[src/rtl/apb_tester_defs.sv]
// ----------------------------------------------------------------------------
// apb_tester_defs
// Shared definitions for the APB3 slave memory:
//   apb_state_e  - FSM state encoding (IDLE / SETUP / ACCESS)
//   WAIT_MAX     - largest supported number of wait states per access
//   WAIT_BITS    - width of the wait-state counter
//   wait_load()  - clamps a wait-state parameter into the counter range
// ----------------------------------------------------------------------------
package apb_tester_defs;

    typedef enum logic [1:0] {
        ST_IDLE   = 2'd0,
        ST_SETUP  = 2'd1,
        ST_ACCESS = 2'd2
    } apb_state_e;

    localparam int WAIT_MAX  = 15;
    localparam int WAIT_BITS = 4;

    // Out-of-range parameter values are clamped rather than silently truncated.
    function automatic logic [WAIT_BITS-1:0] wait_load(input int ws);
        if (ws > WAIT_MAX) begin
            return WAIT_BITS'(WAIT_MAX);
        end else if (ws < 0) begin
            return '0;
        end else begin
            return WAIT_BITS'(ws);
        end
    endfunction

endpackage

[src/rtl/apb_tester_ram.sv]
// ----------------------------------------------------------------------------
// apb_tester_ram
// Single-port MEM_DEPTH x DATA_BITS storage, synchronous write, asynchronous
// read. Contents are not reset.
// Ports:
//   clk    - clock, write happens on its rising edge
//   we     - write enable
//   addr   - word address shared by read and write
//   wdata  - write data
//   rdata  - combinational read data (0 for addresses beyond MEM_DEPTH)
// ----------------------------------------------------------------------------
module apb_tester_ram #(
    parameter int ADDR_BITS = 4,
    parameter int DATA_BITS = 8,
    parameter int MEM_DEPTH = 16
) (
    input  logic                 clk,
    input  logic                 we,
    input  logic [ADDR_BITS-1:0] addr,
    input  logic [DATA_BITS-1:0] wdata,
    output logic [DATA_BITS-1:0] rdata
);

    logic [DATA_BITS-1:0] mem [MEM_DEPTH];

    always_ff @(posedge clk) begin
        if (we) begin
            mem[addr] <= wdata;
        end
    end

    // Guard keeps a non-power-of-two depth from indexing past the array.
    assign rdata = (32'(addr) < MEM_DEPTH) ? mem[addr] : '0;

endmodule

[src/rtl/apb3_slave_mem.sv]
// ----------------------------------------------------------------------------
// apb3_slave_mem
// APB3 slave wrapping a small word memory, with programmable wait states,
// error response for unimplemented addresses, saturating statistics counters
// and a sticky protocol-violation flag.
// Ports:
//   PCLK, PRESETn           - clock, asynchronous active-low reset
//   PADDR, PSEL, PENABLE,
//   PWRITE, PWDATA          - APB3 request
//   PRDATA, PREADY, PSLVERR - APB3 response
//   write_count, read_count,
//   err_count               - completed writes / reads / error responses
//   proto_err               - sticky protocol-violation flag
//   fsm_state               - current FSM state (observation only)
//
// Handshake: a transfer is one setup cycle (PSEL=1, PENABLE=0) followed by
// access cycles (PSEL=1, PENABLE=1) with request fields held stable; it
// completes in the access cycle where PREADY=1, which is WAIT_STATES+1 cycles
// after setup. PRDATA/PSLVERR are valid only in that completion cycle and are
// 0 otherwise.
//
// State model: the SETUP state is the bus setup cycle itself, so it is decoded
// from the registered state plus the live PSEL/PENABLE; only IDLE and ACCESS
// are ever held in the state register. Request fields are latched on the edge
// that leaves SETUP.
// ----------------------------------------------------------------------------
module apb3_slave_mem
    import apb_tester_defs::*;
#(
    parameter int ADDR_BITS   = 4,
    parameter int DATA_BITS   = 8,
    parameter int MEM_DEPTH   = 1 << ADDR_BITS,
    parameter int WAIT_STATES = 0,
    parameter int CNT_BITS    = 16
) (
    input  logic                 PCLK,
    input  logic                 PRESETn,
    input  logic [ADDR_BITS-1:0] PADDR,
    input  logic                 PSEL,
    input  logic                 PENABLE,
    input  logic                 PWRITE,
    input  logic [DATA_BITS-1:0] PWDATA,
    output logic [DATA_BITS-1:0] PRDATA,
    output logic                 PREADY,
    output logic                 PSLVERR,
    output logic [CNT_BITS-1:0]  write_count,
    output logic [CNT_BITS-1:0]  read_count,
    output logic [CNT_BITS-1:0]  err_count,
    output logic                 proto_err,
    output apb_state_e           fsm_state
);

    localparam logic [ADDR_BITS:0]   DEPTH_L   = (ADDR_BITS + 1)'(MEM_DEPTH);
    localparam logic [WAIT_BITS-1:0] WAIT_INIT = wait_load(WAIT_STATES);
    localparam logic [CNT_BITS-1:0]  CNT_MAX   = '1;

    apb_state_e           state_q;
    apb_state_e           state;
    apb_state_e           next_state;
    logic [ADDR_BITS-1:0] addr_q;
    logic                 write_q;
    logic [DATA_BITS-1:0] wdata_q;
    logic [WAIT_BITS-1:0] wait_q;
    logic                 viol;
    logic                 complete;
    logic                 in_range;
    logic                 mem_we;
    logic [DATA_BITS-1:0] ram_rdata;

    // Setup is recognised whenever the slave is idle, which includes the
    // cycle right after a completion (back-to-back transfers).
    always_comb begin
        state = state_q;
        if (state_q == ST_IDLE && PSEL && !PENABLE) begin
            state = ST_SETUP;
        end
    end

    assign fsm_state = state;
    assign in_range  = ({1'b0, addr_q} < DEPTH_L);

    always_comb begin
        next_state = state;
        viol       = 1'b0;
        complete   = 1'b0;
        PREADY     = 1'b1;
        case (state)
            ST_IDLE: begin
                next_state = ST_IDLE;
                if (PSEL && PENABLE) begin
                    viol = 1'b1;
                end
            end
            ST_SETUP: begin
                next_state = ST_ACCESS;
            end
            ST_ACCESS: begin
                PREADY = (wait_q == '0);
                // Any dropped control or changed request field aborts.
                if (!PSEL || !PENABLE || (PADDR != addr_q) ||
                    (PWRITE != write_q) || (PWDATA != wdata_q)) begin
                    viol       = 1'b1;
                    next_state = ST_IDLE;
                end else if (wait_q == '0) begin
                    complete   = 1'b1;
                    next_state = ST_IDLE;
                end
            end
            default: begin
                next_state = ST_IDLE;
            end
        endcase
    end

    assign mem_we  = complete && write_q && in_range;
    assign PSLVERR = complete && !in_range;
    assign PRDATA  = (complete && !write_q && in_range) ? ram_rdata : '0;

    always_ff @(posedge PCLK or negedge PRESETn) begin
        if (!PRESETn) begin
            state_q <= ST_IDLE;
        end else begin
            state_q <= next_state;
        end
    end

    always_ff @(posedge PCLK or negedge PRESETn) begin
        if (!PRESETn) begin
            addr_q  <= '0;
            write_q <= 1'b0;
            wdata_q <= '0;
            wait_q  <= '0;
        end else if (state == ST_SETUP) begin
            addr_q  <= PADDR;
            write_q <= PWRITE;
            wdata_q <= PWDATA;
            wait_q  <= WAIT_INIT;
        end else if (state == ST_ACCESS && wait_q != '0) begin
            wait_q  <= wait_q - WAIT_BITS'(1);
        end
    end

    always_ff @(posedge PCLK or negedge PRESETn) begin
        if (!PRESETn) begin
            write_count <= '0;
            read_count  <= '0;
            err_count   <= '0;
            proto_err   <= 1'b0;
        end else begin
            if (viol) begin
                proto_err <= 1'b1;
            end
            if (complete) begin
                if (!in_range) begin
                    if (err_count != CNT_MAX) err_count <= err_count + CNT_BITS'(1);
                end else if (write_q) begin
                    if (write_count != CNT_MAX) write_count <= write_count + CNT_BITS'(1);
                end else begin
                    if (read_count != CNT_MAX) read_count <= read_count + CNT_BITS'(1);
                end
            end
        end
    end

    apb_tester_ram #(
        .ADDR_BITS (ADDR_BITS),
        .DATA_BITS (DATA_BITS),
        .MEM_DEPTH (MEM_DEPTH)
    ) u_ram (
        .clk   (PCLK),
        .we    (mem_we),
        .addr  (addr_q),
        .wdata (wdata_q),
        .rdata (ram_rdata)
    );

endmodule

[config.mk]
export PLATFORM = sky130hd
export DESIGN_NAME = apb3_slave_mem
export DESIGN_NICKNAME = d
export VERILOG_FILES = /design/src/rtl/apb_tester_defs.sv /design/src/rtl/apb_tester_ram.sv /design/src/rtl/apb3_slave_mem.sv
export SDC_FILE = /design/constraint.sdc
export NUM_CORES = 1
export LEC_CHECK = 0
export ABC_AREA = 0
export BUFFER_PORTS_ARGS = -buffer_cell sky130_fd_sc_hd__buf_2
export CAP_MARGIN = 20
export CELL_PAD_IN_SITES_DETAIL_PLACEMENT = 0
export CELL_PAD_IN_SITES_GLOBAL_PLACEMENT = 1
export CORE_MARGIN = 1
export CORE_UTILIZATION = 53
export DETAILED_ROUTE_END_ITERATION = 8
export PLACE_DENSITY = 0.86
export RECOVER_POWER = 50
export SLEW_MARGIN = 20
export SYNTH_ARGS = -nofsm -noshare
export SYNTH_HDL_FRONTEND = slang
export SYNTH_SLANG_ARGS = --single-unit
export TNS_END_PERCENT = 10
[constraint.sdc]
create_clock -name PCLK -period 6.15 [get_ports PCLK]
set_input_delay 1.23 -clock PCLK [delete_from_list [all_inputs] [get_ports PCLK]]
set_output_delay 1.23 -clock PCLK [all_outputs]
set_load 0.01 [all_outputs]
Word-level counts from Yosys, hierarchy flattened:

Memories as Yosys holds them, arrays and structs flattened.
Index checks and enable logic that the tools add are counted.

* add/subtract/negate cells: 3
* equal/unequal tests: 7
* mux-type cells: 16
* bitwise logic cells: 1
* reduce and logical (&&, ||, !) cells: 20

Operator list (count)
* $add A16 B1 Y16 const B: 2
* $ne A16 B16 Y1 const B: 2
* $mux W1: 8
* $mux W4: 2
* $mux W8: 1
* $ne A8 B8 Y1: 1
* $logic_and A1 B1 Y1: 6
* $mux W2: 3
* $reduce_and A3 Y1: 2
* $logic_not A2 Y1: 2
* $logic_not A4 Y1: 1
* $logic_or A1 B1 Y1: 4
* $ne A4 B4 Y1: 1
* $pmux W2 S2: 1
* $reduce_bool A4 Y1: 1
* $sub A4 B1 Y4 const B: 1
* $logic_not A1 Y1: 3
* $eq A2 B1 Y1 const B: 1
* $eq A2 B2 Y1 const B: 1
* $pmux W1 S2: 1
* $reduce_bool A2 Y1: 1
* $ne A1 B1 Y1: 1
* $not A1 Y1: 1

* register bits: 52
* RAM bits: 128
* input bits: 17
* memories: 1

Memory list
* u_ram.mem: depth 16, bits a word 8, read ports 1, clocked after memory_dff 0, write ports 1, line apb_tester_ram.sv:24 `logic [DATA_BITS-1:0] mem [MEM_DEPTH];`

Depth between registers and ports, before layout:

Gate-level depths: netlist of the first run.

* depth in word-level cells: 10
* mapped depth: 8

Cells and area by module:

Synthesis of the first run repeated with hierarchy kept, for this count alone.

* cell total of the unflattened synthesis: 483
* area, all modules: 7738.7 µm²

Modules (own cells, without submodules)
* apb_tester_ram: instances 1, cells an instance 222, area an instance 4907.2 µm², sequential area each 3843.7 µm²
* apb3_slave_mem: instances 1, cells an instance 261, area an instance 2831.5 µm², sequential area each 1301.2 µm²

Worst setup path after synthesis of the first run:

No wires, ideal clock.

* path type: input port to output port
* from: input port PADDR[0]
* to: output port PRDATA[0]
* arrival time: 2671 ps
* required time: 4920 ps
* setup slack: 2249 ps
* stages on the path: 6
* buffers on the path: 1
* path through: xnor2_1 > nand4_1 > nor4_1 > buf_2 > nand2_1 > a21oi_1

* cells in the longest elaborated chain, start to end: 8

RTL lines
* start: declaration: line apb3_slave_mem.sv:38 `input logic [ADDR_BITS-1:0] PADDR,`
* $ne A4 B4 Y1: line apb3_slave_mem.sv:100 `if (!PSEL || !PENABLE || (PADDR != addr_q) ||`
* $logic_or A1 B1 Y1 (2 in series): line apb3_slave_mem.sv:100
* $logic_or A1 B1 Y1: line apb3_slave_mem.sv:101 `(PWRITE != write_q) || (PWDATA != wdata_q)) begin`
* $mux W1: line apb3_slave_mem.sv:100
* $mux W1: line apb3_slave_mem.sv:87 `case (state)`
* $logic_and A1 B1 Y1: line apb3_slave_mem.sv:117 `assign PRDATA = (complete && !write_q && in_range) ? ram_rdata : '0;`
* $mux W8: line apb3_slave_mem.sv:117
* end: declaration: line apb3_slave_mem.sv:43 `output logic [DATA_BITS-1:0] PRDATA,`

No other way between the ends.

Worst setup path in the final report of the first run:

* from: input port PADDR[0]
* to: output port PRDATA[2]

The elaborated chain is that of the path after synthesis.

==> PnR_summary.wiki, run 1 <==
{| class="wikitable"
! Metric !! Value
|-
| Synth-to-layout area growth || 14.42%
|-
| Final weighted congestion in routability-driven placement || 0.8207
|-
| Pin count of the biggest net entering global routing || 53
|-
| Category of the critical setup timing path || input port to primary output
|-
| Routed wire per std cell || 20.02 µm
|-
| Highest-count cells in the layout ignoring fill and taps || 128 x edfxtp_1, 56 x buf_2, 51 x dfrtp_1, 37 x xnor2_1, 32 x mux4_2
|-
| CTS tree || yes
|-
| Sum of overflow across all layers after global routing || 0
|-
| Most common cell after layout, fill and taps aside || edfxtp_1
|-
| # setup viols final || 0
|-
| Critical R2R Capture || u_ram.mem[8][3]
|-
| Vias || 4391
|-
| Number of antenna repair diodes || 0
|-
| Violations in the final reports || capacitance limit, slew limit
|-
| Final-stage net count || 587
|-
| IO buf count || 60
|-
| Vertical die dimension || 122.4 µm
|-
| Final cell count without fillers || 759
|-
| Share of flip-flops with an asynchronous set or reset || 28.89%
|-
| Initial core utilization || 54.95%
|-
| Combined area of all synthesized cells || 7686 µm²
|-
| Reg-to-reg critical path startpoint || wdata_q[0]
|-
| CTS-repair resized insts || 0
|-
| Post-CTS repair timing setup buffer count || 0
|-
| Portion of total power attributed to combinational logic || 11.0%
|-
| Yosys warnings || 0
|-
| Critical-path maximum fanout || 13
|-
| Hold path depth || 1
|-
| Via count normalized by instance count || 5.785
|-
| CTS Root Buffer Type || clkbuf_16
|-
| Hpwl dp || 9819 µm
|-
| Share of post-route cells with drive strength above 1 || 27.29%
|-
| Total CTS buffers || 17
|-
| Core Rows || 43
|-
| Net Sw Power || 0.7060 mW
|-
| Setup repair after global routing missed its margin || false
|-
| Maximum count of clock buffers along a single path || 2
|-
| Final Critical Period || 4.244 ns
|-
| Kind of path behind the tightest hold check || register to register
|-
| Total number of clock tree sinks || 180
|-
| Detailed router's first-iteration violation count || 421
|-
| Leakage power total || 3.219 nW
|-
| Part of the total power dissipated in the clock network || 37.7%
|-
| Die footprint || 14990 µm²
|-
| Final clock skew || 0.01196 ns
|-
| Overall power consumption || 2.819 mW
|-
| Highest ir drop seen on vdd || 182.5 µV
|-
| Clock transition at path regs || 0.07 ns
|-
| Highest attainable clock frequency || 235.6 MHz
|-
| Status || finished with violations
|-
| Part of the power in registers || 51.3%
|-
| Slew headroom || -87.30%
|-
| Cell internal power dissipation || 2.113 mW
|-
| Part of the cycle the worst path needs || 69.00%
|-
| Slew at the pin closest to its max-slew limit || 2.810 ns
|-
| Total count of max-transition violations in the final report || 53
|-
| Nature of the critical path endpoint || primary output
|-
| Placed cell count || 727
|-
| Max-cap violation count || 1
|-
| Hold Path End || proto_err
|-
| Count of TritonRoute iterations in the first routing pass || 4
|-
| Overall routing resource usage || 22.15%
|-
| Synth unique cells || 41
|-
| Sequential fraction of the synthesis area || 66.94%
|-
| Count of mapped cells out of synthesis || 487
|-
| Remaining DRCs || 0
|-
| I/O pin cnt || 78
|-
| Hold Crit Start || proto_err
|-
| First-pass GRT wire length || 23950 µm
|-
| Number of buffers inserted by hold repair at cts || 0
|-
| Critical Path AT || 3.01 ns
|-
| Register-to-register setup slack || 2.61 ns
|-
| Total negative slack for setup checks || 0 ns
|-
| Flop and latch count out of synthesis || 180
|-
| Htree depth || 4
|-
| Routed Antenna Nets || 0
|-
| Syn_area_per_cell || 15.78 µm²
|-
| Power density over cell area || 320.5 nW/µm²
|-
| Nature of the critical path startpoint || input port
|-
| Total count of hold-check failures in the final report || 0
|-
| Number of enable flip-flop cells after synthesis || 128
|-
| Total detailed-routing wirelength || 15200 µm
|-
| Area of the core || 13990 µm²
|-
| Initial antenna violation count || 1
|-
| Depth of the worst register-to-register path || 7
|-
| Most used flip-flop cell after synthesis || edfxtp_1
|-
| CP required || 4.92 ns
|-
| Latest clock arrival within the worst-skew pair || 0.42 ns
|-
| Net switching fraction of the power || 25.04%
|-
| Floorplan die width || 122.4 µm
|-
| Via count of the first global-routing pass || 4342
|}
[registers in the layout (all words and copies together) (netlist names)]
| signal | cells |
|---|---|
| addr_q | 4 |
| proto_err | 1 |
| read_count | 16 |
| state_q | 2 |
| u_ram.mem | 128 |
| wait_q | 4 |
| wdata_q | 8 |
| write_count | 16 |
| write_q | 1 |
[layer usage]
metal	routed length, µm	part of all wire (%)	vias up	GRT usage [%]
met2	7420	49	147	35.08
met1	6703	44	2221	30.17
met3	882	5.8	12	5.855
met5	0	0	-	0
met4	191	1.3	0	6.707
li1	-	-	2011	-
[power by group through the flow]
stage                     Sequential [mW]  Clock [mW]  Combinational [mW]
after floorplan                      1.43           0               0.255
after CTS                            1.45        1.08               0.316
after global routing                 1.45        1.13               0.340
after global placement               1.46           0               0.309
after detailed placement             1.47           0               0.314
final                                1.45        1.06               0.311
[stage by stage]
stage / area, µm² / util, % / hold WS [ns] / setup WS, ns
global route: 8795 / 62.87 / 0.5169 / 1.823
detailed placement: 8222 / 58.77 / 0.4487 / 1.926
finish: 8795 / 62.87 / 0.4799 / 1.906
floorplan: 7750 / - / 0.5041 / 2.249
CTS: 8802 / 62.92 / 0.4775 / 1.917
global placement: 8222 / 58.77 / 0.4581 / 2.067
[synthesized netlist by cell type, types with 13 or more instances]
cell	instances	area [µm²]
a22oi_1	16	120.1
buf_4	17	127.6
dfrtp_1	52	1301
edfxtp_1	128	3844
mux2_2	17	191.4
mux4_2	32	720.7
nand2_1	21	78.83
nand3_1	16	80.08
nand4_1	23	143.9
nor2_1	17	63.81
nor3_1	13	65.06
xnor2_1	37	324.1
[cells by family after synthesis]
kind of cell	synth area share (%)
mux	12.31
xor+xnor	4.444
compound gates	2.686
simple gates	9.637
fa+ha+maj	0.6512
buf+inv	3.288
flops	66.94
other cells	0.04879
[worst max-delay path, stage by stage]
cell and delay [ns]:
buf_2 0.11, xnor2_1 0.17, nand4_1 0.24, nor4_2 0.32
buf_4 0.24, nand2_1 0.26, a21oi_1 0.27, buf_2 0.17
[cell type report]
cell class | count | area, µm²
clock buffers | 19 | 432.9
clock inverters | 13 | 147.6
fillers | 1027 | 5194
inverters | 9 | 33.78
multi-input cells | 277 | 2364
flip-flops and latches | 180 | 5146
well taps | 180 | 225.2
repair buffers | 81 | 445.4
[how the worst max path moves through the flow]
stage                  start   endpoint  slack [ns]  depth (start not counted)
CTS                 PADDR[0]  PRDATA[6]        1.92                          8
detailed placement  PADDR[0]  PRDATA[6]        1.93                          8
floorplan           PADDR[0]  PRDATA[0]        2.25                          6
global route        PADDR[0]  PRDATA[1]        1.82                          8
global placement    PADDR[0]  PRDATA[5]        2.07                          8
finish              PADDR[0]  PRDATA[2]        1.91                          8
Note: power is estimated with default switching activity, not from simulation.
==> inputs of run 2 (changes only) <==
Settings changed: CORE_UTILIZATION 53 to 45, PLACE_DENSITY 0.86 to 0.78.
Clock period 6.15 ns to 3.57 ns, I/O delays scaled along.
==> PnR_summary.wiki, run 2 (synthesized netlist as in run 1, its figures left out) <==
{| class="wikitable"
! Metric !! Value
|-
| Status || finished with violations
|-
| Violations in the final reports || capacitance limit, slew limit
|-
| Share of post-route cells with drive strength above 1 || 26.84%
|-
| Max-cap violation count || 1
|-
| Critical-path maximum fanout || 40
|-
| Routed Antenna Nets || 0
|-
| Slew at the pin closest to its max-slew limit || 1.541 ns
|-
| CTS tree || yes
|-
| Count of TritonRoute iterations in the first routing pass || 4
|-
| Number of buffers inserted by hold repair at cts || 0
|-
| Power density over cell area || 548.0 nW/µm²
|-
| Highest-count cells in the layout ignoring fill and taps || 128 x edfxtp_1, 51 x buf_2, 48 x dfrtp_1, 37 x xnor2_1, 32 x mux4_2
|-
| Part of the cycle the worst path needs || 90.66%
|-
| Final clock skew || 0.01161 ns
|-
| Final weighted congestion in routability-driven placement || 0.7855
|-
| Die footprint || 17610 µm²
|-
| Total count of max-transition violations in the final report || 29
|-
| Total count of hold-check failures in the final report || 0
|-
| Number of fill cells in the layout || 1363
|-
| Sum of overflow across all layers after global routing || 0
|-
| Clock transition at path regs || 0.07 ns
|-
| IO buf count || 60
|-
| CTS Root Buffer Type || clkbuf_16
|-
| Synth-to-layout area growth || 15.43%
|-
| Latest clock arrival within the worst-skew pair || 0.43 ns
|-
| Cell with the largest stage delay on the worst path || mux4_2
|-
| Htree depth || 4
|-
| Utilization after layout || 53.31%
|-
| Category of the critical setup timing path || register to primary output
|-
| Floorplan die width || 132.7 µm
|-
| Remaining DRCs || 0
|-
| I/O pin cnt || 78
|-
| Final Critical Period || 3.237 ns
|-
| Total CTS buffers || 17
|-
| Total negative slack for setup checks || 0 ns
|-
| Number of flip-flops in the largest register || 128
|-
| CP required || 2.86 ns
|-
| Vias || 4379
|-
| Pin count of the biggest net entering global routing || 41
|-
| Finished layout cell area || 8872 µm²
|-
| Depth of the worst register-to-register path || 6
|-
| Hold path depth || 1
|-
| Via count of the first global-routing pass || 4502
|-
| Post-Place Cell Area || 8324 µm²
|-
| # setup viols final || 0
|-
| Kind of path behind the tightest hold check || register to register
|-
| Leakage power total || 3.214 nW
|-
| Initial antenna violation count || 0
|-
| Nature of the critical path startpoint || register
|-
| Most common cell after layout, fill and taps aside || edfxtp_1
|-
| Slew headroom || -2.717%
|-
| Via count normalized by instance count || 5.440
|-
| Nature of the critical path endpoint || primary output
|-
| First-pass GRT wire length || 24350 µm
|-
| Top reg by flops || u_ram.mem
|-
| Hpwl dp || 10360 µm
|-
| Routed wire per std cell || 18.92 µm
|-
| Detailed router's first-iteration violation count || 191
|-
| Initial core utilization || 46.18%
|-
| Highest attainable clock frequency || 309.0 MHz
|-
| Crit-path max cell delay || 0.59 ns
|-
| Final-stage net count || 594
|-
| Core Rows || 47
|-
| Worst path cell trace || buf_4, mux4_2, a22oi_1, a21oi_1, buf_2
|-
| Highest ir drop seen on vdd || 310.7 µV
|-
| Total detailed-routing wirelength || 15230 µm
|-
| Critical Path AT || 2.52 ns
|-
| Maximum count of clock buffers along a single path || 2
|-
| Area of the core || 16640 µm²
|-
| Number of antenna repair diodes || 0
|-
| Setup repair after global routing missed its margin || false
|-
| Total number of clock tree sinks || 180
|-
| Overall routing resource usage || 18.50%
|-
| Vertical die dimension || 132.7 µm
|-
| Regs by FF count || u_ram.mem (128), read_count (16), write_count (16)
|}
run 2: changes by cell type in the layout (fill, tap and decap cells not counted):
cell and change:
dfrtp_1 -3, buf_2 -5, buf_4 +2, clkinv_1 +2
clkinv_2 -1, clkbuf_1 +8, clkinvlp_4 -1, dfrtp_2 +3
inv_6 +1
run 2: where the power goes:
group	leakage (nW)	internal, mW	switching [mW]
Clock	0.279	1.04	0.790
Combinational	1.10	0.251	0.351
Sequential	1.83	2.36	0.0803
Total	3.21	3.64	1.22
run 2: path summary, 6_finish.rpt:
| kind | startpoint | to | slack (ns) |
|---|---|---|---|
| min in group asynchronous | PRESETn | read_count[15] | 0.58 |
| max reg2reg | addr_q[3] | u_ram.mem[0][1] | 0.86 |
| min | proto_err | proto_err | 0.47 |
| max | addr_q[0] | PRDATA[0] | 0.33 |
| min reg2reg | proto_err | proto_err | 0.47 |
| max in group asynchronous | PRESETn | write_count[2] | 0.94 |
run 2: stage by stage:
step / hold slack (ns) / total power [mW] / cells / worst slack [ns]
floorplan: 0.4184 / 2.901 / 504 / 0.3832
global placement: 0.4493 / 3.078 / 774 / 0.5582
detailed placement: 0.4506 / 3.099 / 774 / 0.4501
CTS: 0.2784 / 4.913 / 805 / 0.09750
global route: 0.5219 / 5.045 / 805 / 0.1131
finish: 0.4696 / 4.862 / 805 / 0.3334
run 2: metal layers:
metal / up-vias / GRT usage, % / routed length (µm)
met1: 2226 / 24.89 / 6882
li1: 2030 / - / -
met5: - / 0 / 0
met4: 0 / 5.556 / 172
met3: 14 / 4.176 / 659
met2: 109 / 30.15 / 7519
run 2: area by class of cell:
type,count,area [µm²],area share (%)
flip-flops and latches,180,5150,58.05
multi-input cells,277,2364,26.64
inverters,9,33.78,0.3808
clock inverters,14,151.4,1.706
repair buffers,88,473.0,5.331
well taps,220,275.3,3.103
clock buffers,17,425.4,4.795
run 2: what timing repair did:
item,CTS,global route
buffers inserted,0,0
resized for setup,0,4
endpoints found under the setup margin,0,8
run 2: critical path, delay by kind of cell (launching register included):
family,cells,cell delay [ns]
muxes,1,0.59
DFF,1,0.36
buffers and inverters,2,0.71
AOI/OAI and AO/OA,2,0.39
